==> src/rtl/vptimer_port_arbiter_if.sv <==
// Register-port bundle between one requester and the VP timer arbiter.
// The requester holds req until ack pulses; rdata stays valid after ack.
interface vptimer_port_arbiter_if;
  logic        req;
  logic        we;
  logic [3:0]  addr;
  logic [15:0] wdata;
  logic [15:0] rdata;
  logic        ack;

  modport master (output req, we, addr, wdata, input rdata, ack);
  modport slave  (input req, we, addr, wdata, output rdata, ack);
endinterface

==> src/rtl/vptimer_port_arbiter.sv <==
// Shares the VP timer register port between two requesters.
// Accesses are serialised, strobes wait for a ce-qualified edge, and each completes with a one-cycle ack.
module vptimer_port_arbiter #(
  parameter bit ROUND_ROBIN   = 1'b1,
  parameter bit M1_RD_CTRL_OK = 1'b0
) (
  input  logic                          clk,
  input  logic                          reset_n,
  input  logic                          ce_i,
  vptimer_port_arbiter_if.slave         m0,
  vptimer_port_arbiter_if.slave         m1,
  output logic                          t_regwr_o,
  output logic                          t_regrd_o,
  output logic [3:0]                    t_addr_o,
  output logic [15:0]                   t_datai_o,
  input  logic [15:0]                   t_datao_i,
  output logic                          busy_o,
  output logic                          gnt_o
);

  typedef enum logic [1:0] {IDLE, ACCESS, RESP, ACK} state_e;

  localparam logic [3:0] ADDR_RELOAD  = 4'o06;
  localparam logic [3:0] ADDR_COUNTER = 4'o10;
  localparam logic [3:0] ADDR_CTRL    = 4'o12;

  state_e      state_q, state_d;
  logic        gnt_q, gnt_d;
  logic        we_q, we_d;
  logic [3:0]  addr_q, addr_d;
  logic [15:0] wdata_q, wdata_d;
  logic [15:0] rdata0_q, rdata0_d;
  logic [15:0] rdata1_q, rdata1_d;
  logic        regwr_q, regwr_d;
  logic        regrd_q, regrd_d;
  logic        ack0_q, ack0_d;
  logic        ack1_q, ack1_d;
  logic        pick;
  logic        skipNew;
  logic        skipLatched;
  logic [15:0] respData;

  // A "skipped" access never reaches the timer: unknown offset, or an m1 read of control when that is blocked.
  function automatic logic isSkipped(input logic master, input logic we, input logic [3:0] addr);
    logic valid;
    valid = (addr == ADDR_RELOAD) || (addr == ADDR_COUNTER) || (addr == ADDR_CTRL);
    return !valid || (master && !we && (addr == ADDR_CTRL) && !M1_RD_CTRL_OK);
  endfunction

  always_ff @(posedge clk or negedge reset_n) begin
    if (!reset_n) begin
      state_q  <= IDLE;
      gnt_q    <= 1'b1;
      we_q     <= 1'b0;
      addr_q   <= '0;
      wdata_q  <= '0;
      rdata0_q <= '0;
      rdata1_q <= '0;
      regwr_q  <= 1'b0;
      regrd_q  <= 1'b0;
      ack0_q   <= 1'b0;
      ack1_q   <= 1'b0;
    end else begin
      state_q  <= state_d;
      gnt_q    <= gnt_d;
      we_q     <= we_d;
      addr_q   <= addr_d;
      wdata_q  <= wdata_d;
      rdata0_q <= rdata0_d;
      rdata1_q <= rdata1_d;
      regwr_q  <= regwr_d;
      regrd_q  <= regrd_d;
      ack0_q   <= ack0_d;
      ack1_q   <= ack1_d;
    end
  end

  // Under round robin gnt_q remembers the last winner, so contention goes to the other master.
  always_comb begin
    state_d = state_q;
    gnt_d   = gnt_q;
    we_d    = we_q;
    addr_d  = addr_q;
    wdata_d = wdata_q;
    pick    = 1'b0;
    skipNew = 1'b0;
    unique case (state_q)
      IDLE: begin
        if (m0.req || m1.req) begin
          if (m0.req && m1.req) pick = ROUND_ROBIN ? ~gnt_q : 1'b0;
          else                  pick = m1.req;
          gnt_d   = pick;
          we_d    = pick ? m1.we    : m0.we;
          addr_d  = pick ? m1.addr  : m0.addr;
          wdata_d = pick ? m1.wdata : m0.wdata;
          skipNew = isSkipped(pick, we_d, addr_d);
          state_d = skipNew ? RESP : ACCESS;
        end
      end
      ACCESS:  if (ce_i) state_d = RESP;
      RESP:    state_d = ACK;
      ACK:     state_d = IDLE;
      default: state_d = IDLE;
    endcase
  end

  always_comb begin
    skipLatched = isSkipped(gnt_q, we_q, addr_q);
    respData    = skipLatched ? 16'h0000 : t_datao_i;
    regwr_d     = (state_d == ACCESS) && we_d;
    regrd_d     = (state_d == ACCESS) && !we_d;
    ack0_d      = (state_d == ACK) && !gnt_q;
    ack1_d      = (state_d == ACK) && gnt_q;
    rdata0_d    = rdata0_q;
    rdata1_d    = rdata1_q;
    if (state_q == RESP && !we_q) begin
      if (gnt_q) rdata1_d = respData;
      else       rdata0_d = respData;
    end
  end

  assign t_regwr_o = regwr_q;
  assign t_regrd_o = regrd_q;
  assign t_addr_o  = addr_q;
  assign t_datai_o = wdata_q;
  assign busy_o    = (state_q != IDLE);
  assign gnt_o     = gnt_q;
  assign m0.rdata  = rdata0_q;
  assign m0.ack    = ack0_q;
  assign m1.rdata  = rdata1_q;
  assign m1.ack    = ack1_q;

endmodule
==> src/flat_wrapper.sv <==
// flat-port wrapper written by rule: the top's interface ports become plain ports
module vptimer_port_arbiter_flat 
#(
  parameter bit ROUND_ROBIN   = 1'b1,
  parameter bit M1_RD_CTRL_OK = 1'b0
)
  (clk, reset_n, ce_i, t_regwr_o, t_regrd_o, t_addr_o, t_datai_o, t_datao_i, busy_o, gnt_o, m0_req, m0_we, m0_addr, m0_wdata, m0_rdata, m0_ack, m1_req, m1_we, m1_addr, m1_wdata, m1_rdata, m1_ack);
  vptimer_port_arbiter_if m0_i ();
  vptimer_port_arbiter_if m1_i ();
  input  logic clk;
  input  logic reset_n;
  input  logic ce_i;
  output logic t_regwr_o;
  output logic t_regrd_o;
  output logic [3:0] t_addr_o;
  output logic [15:0] t_datai_o;
  input  logic [15:0] t_datao_i;
  output logic busy_o;
  output logic gnt_o;
  input wire logic [$bits(m0_i.req)-1:0] m0_req;
  input wire logic [$bits(m0_i.we)-1:0] m0_we;
  input wire logic [$bits(m0_i.addr)-1:0] m0_addr;
  input wire logic [$bits(m0_i.wdata)-1:0] m0_wdata;
  output wire logic [$bits(m0_i.rdata)-1:0] m0_rdata;
  output wire logic [$bits(m0_i.ack)-1:0] m0_ack;
  input wire logic [$bits(m1_i.req)-1:0] m1_req;
  input wire logic [$bits(m1_i.we)-1:0] m1_we;
  input wire logic [$bits(m1_i.addr)-1:0] m1_addr;
  input wire logic [$bits(m1_i.wdata)-1:0] m1_wdata;
  output wire logic [$bits(m1_i.rdata)-1:0] m1_rdata;
  output wire logic [$bits(m1_i.ack)-1:0] m1_ack;
  assign m0_i.req = m0_req;
  assign m0_i.we = m0_we;
  assign m0_i.addr = m0_addr;
  assign m0_i.wdata = m0_wdata;
  assign m0_rdata = m0_i.rdata;
  assign m0_ack = m0_i.ack;
  assign m1_i.req = m1_req;
  assign m1_i.we = m1_we;
  assign m1_i.addr = m1_addr;
  assign m1_i.wdata = m1_wdata;
  assign m1_rdata = m1_i.rdata;
  assign m1_ack = m1_i.ack;
  vptimer_port_arbiter #(.ROUND_ROBIN(ROUND_ROBIN), .M1_RD_CTRL_OK(M1_RD_CTRL_OK)) u_core (.clk(clk), .reset_n(reset_n), .ce_i(ce_i), .m0(m0_i), .m1(m1_i), .t_regwr_o(t_regwr_o), .t_regrd_o(t_regrd_o), .t_addr_o(t_addr_o), .t_datai_o(t_datai_o), .t_datao_i(t_datao_i), .busy_o(busy_o), .gnt_o(gnt_o));
endmodule
==> config.mk <==
export PLATFORM = sky130hd
export DESIGN_NAME = vptimer_port_arbiter_flat
export DESIGN_NICKNAME = d
export VERILOG_FILES = /design/src/rtl/vptimer_port_arbiter_if.sv /design/src/rtl/vptimer_port_arbiter.sv /design/src/flat_wrapper.sv
export SDC_FILE = /design/constraint.sdc
export NUM_CORES = 1
export LEC_CHECK = 0
export BUFFER_PORTS_ARGS = -buffer_cell sky130_fd_sc_hd__buf_2
export CAP_MARGIN = 20
export CORE_MARGIN = 2
export CORE_UTILIZATION = 35
export DETAILED_ROUTE_END_ITERATION = 8
export GPL_TIMING_DRIVEN = 0
export PLACE_DENSITY = 0.62
export SLEW_MARGIN = 20
export SYNTH_ARGS = -nofsm -noshare
export SYNTH_HDL_FRONTEND = slang
export SYNTH_SLANG_ARGS = --single-unit
==> constraint.sdc <==
create_clock -name clk -period 4.05 [get_ports clk]
set_input_delay 0.2025 -clock clk [delete_from_list [all_inputs] [get_ports clk]]
set_output_delay 0.2025 -clock clk [all_outputs]
set_load 0.01 [all_outputs]
==> metrics.cfg <==
[min_path]
hold_path_class=in -> reg

[placement]
dp_hpwl_um=4950
place_congestion=0.797
io_buffers=120
place_inst=498
dp_slack_ns=2.44

[routing]
first_pass_iters=4
via_per_inst=4.64
wl_per_cell_um=13.0
drcViolationCount=0
vias=2392
drt_wl_total_um=6680
ant_nets=0
drt_iter0_markers=39

[yosys]
yosys.area.top_type_share_pct=54.7
synth-main-ff-cell=dfrtp_1
netlist_instances=276
synthesis.area_um2=2700
yosysWarnings=0
synth_area_leaders=dfrtp_1, nand2_1, mux2i_1, o21ai_0, a21oi_1
ys_ff_latch=60
synth_top_area_cell=dfrtp_1
synthArstFlopShare_pct=100
synth_edf_count=0
yosysSeqAreaShare_pct=55.7
synthDistinctLibCells=33
syn-mean-instance-area_um2=9.77
synth_fp_nets=339

[clock_network]
cts-root-buf=clkbuf_8
numCtsBuffers=9
ctsResizeCount=0
cts.sinks=60
cts_tree=built
path_clk_slew_ns=0.07
h-tree-depth=3
cts_buffer_depth=2
clkLatencyLatePin_ns=0.33

[die]
ioPinCount=121
die_w_um=91.8
rows=32
initial_core_util_pct=35.5
die_area_um2=8430
core-area_um2=7610
die_h_um=91.8

[run_status]
outcome=finished clean

[final_layout]
area_growth_pct=35.0
final_layout_size_suffix_gt1_share_pct=38.5
multi_input_comb_area_um2=1060
nNetsFinal=471
antenna_cells=0
ff_latch_area_um2=1500
fin_cells=515
fillCellCount=773

[timing]
holdWs_ns=0.111
skew_ns=0.00980
rsz0062_at_grt=false
worst_slew_pin_slew_ns=0.766
relSlewSlack_pct=48.9
setup_viol=0
min_period_over_period_pct=39.4
fin_ws_ns=2.45
slew_viol_final=0
tns_ns=0
fmax_mhz=626
min_period_ns=1.60
hold_viol_final=0

[grt]
antenna_found_initial=0
grt_pass1_wl_um=11000
grt_pass1_vias=2295
grt_max_degree=61
gr-total-overflow=0
groute.usage.overall_pct=16.5

[power_and_ir_drop]
leakagePower_nw=1.83
total_power_w=0.00255
p_per_area_nw_per_um2=699
peakVddDrop_uv=289

[worst_setup_path]
crit_fanout=10
required_ns=4.25
crit_type=reg -> reg
start_kind=flip-flop
crit_arrival_ns=1.80
critPathCaptureType=flip-flop

[job]
max_cap_viol_count=0

per-layer routing:
layer  vias to the layer above  global-route usage, %  part of all wire (%)
li1                       1185                      -                     -
met1                      1097                   21.9                    46
met2                        98                   25.1                    44
met3                        12                   5.09                   8.2
met4                         0                   6.59                   1.7
met5                         -                      0                     0
placed cells by master, fill, tap and decap left out:
cell	n
buf_2	126
nand2_1	69
dfrtp_1	59
nor2_1	24
o21ai_0	24
mux2i_1	22
a21oi_1	21
o21ai_1	12
clkbuf_8	11
buf_6	4
nand2b_1	4
clkbuf_2	4
or2_1	2
clkbuf_1	2
inv_1	2
nor2b_1	2
a21o_1	2
clkinv_2	2
nor2_4	1
o22ai_1	1
a21boi_4	1
a32oi_1	1
nand2b_2	1
nand3_1	1
o221ai_1	1
o2111ai_1	1
and3b_2	1
mux2_2	1
nand3b_1	1
and2b_1	1
buf_12	1
o21ai_2	1
nor3_4	1
or3_1	1
bufinv_16	1
clkinvlp_4	1
dlygate4sd3_1	1
buf_4	1
dfstp_2	1
worst paths after layout:
path	start	slack, ns	to	cells after the start
min in group asynchronous	reset_n	0.50	u_core.m1.rdata[3]	2
hold reg to reg	u_core.m0.rdata[12]	0.48	u_core.m0.rdata[12]	2
setup / recovery	u_core.gnt_o	2.45	u_core.m1.rdata[8]	6
hold / removal	t_datao_i[12]	0.11	u_core.m1.rdata[12]	3
setup reg to reg	u_core.gnt_o	2.45	u_core.m1.rdata[8]	6
max in group asynchronous	reset_n	3.05	u_core.t_addr_o[0]	2
registers in the layout, indices dropped and copies added, names as in the netlist:
signal and count:
u_core.t_datai_o 16, u_core.t_regrd_o 1, u_core.m0.rdata 16, u_core.m1.ack 1, u_core.t_regwr_o 1, u_core.t_addr_o 4
u_core.we_q 1, u_core.m1.rdata 16, u_core.m0.ack 1, u_core.state_q 2, u_core.gnt_o 1
Yosys cell counts (2+ instances only):
cell type / count
a21o_1: 2
a21oi_1: 21
buf_2: 7
buf_6: 4
clkbuf_2: 4
dfrtp_1: 59
inv_1: 2
mux2i_1: 22
nand2_1: 69
nand2b_1: 4
nor2_1: 24
nor2b_1: 2
o21ai_0: 24
o21ai_1: 12
or2_1: 2
worst max-delay path, stage by stage, from the launching register on:
cell      delay (ns)
dfstp_2         0.66
and3b_2         0.24
nand2b_1        0.06
clkbuf_2        0.16
buf_2           0.20
nand2_1         0.08
o21ai_1         0.07
where the power goes:
part	internal, W	switching (W)
combinational	0.000427	0.000588
clock	0.000316	0.000234
sequential	0.000831	0.000148
total	0.00157	0.000971
cells by family after synthesis:
kind of cell | Yosys count | share of synthesized area (%)
and+or+nand+nor | 109 | 17.5
AOI/OAI and AO/OA | 65 | 13.4
DFF | 60 | 55.7
muxes | 23 | 8.58
buffers and inverters | 19 | 4.87
stage by stage:
step                      utilization [%]  cell area [um^2]
after floorplan                         -              2700
after global placement               45.0              3430
after detailed placement             45.1              3430
after CTS                            47.9              3640
after global routing                 47.9              3640
final                                47.9              3640
final cells by class:
class                           instances  area share, %
Buffer                                 17           3.40
Clock buffer                           12           4.26
Clock inverter                          4           1.31
Inverter                                2          0.206
Multi-Input combinational cell        197           29.2
Sequential cell                        60           41.3
Tap cell                              102           3.51
Timing Repair Buffer                  121           16.8
what timing repair did:
action | CTS | global route
setup buffers | 0 | 0
hold endpoints to repair | 59 | 0
hold buffers | 1 | 0
Note: power is estimated with default switching activity, not from simulation.
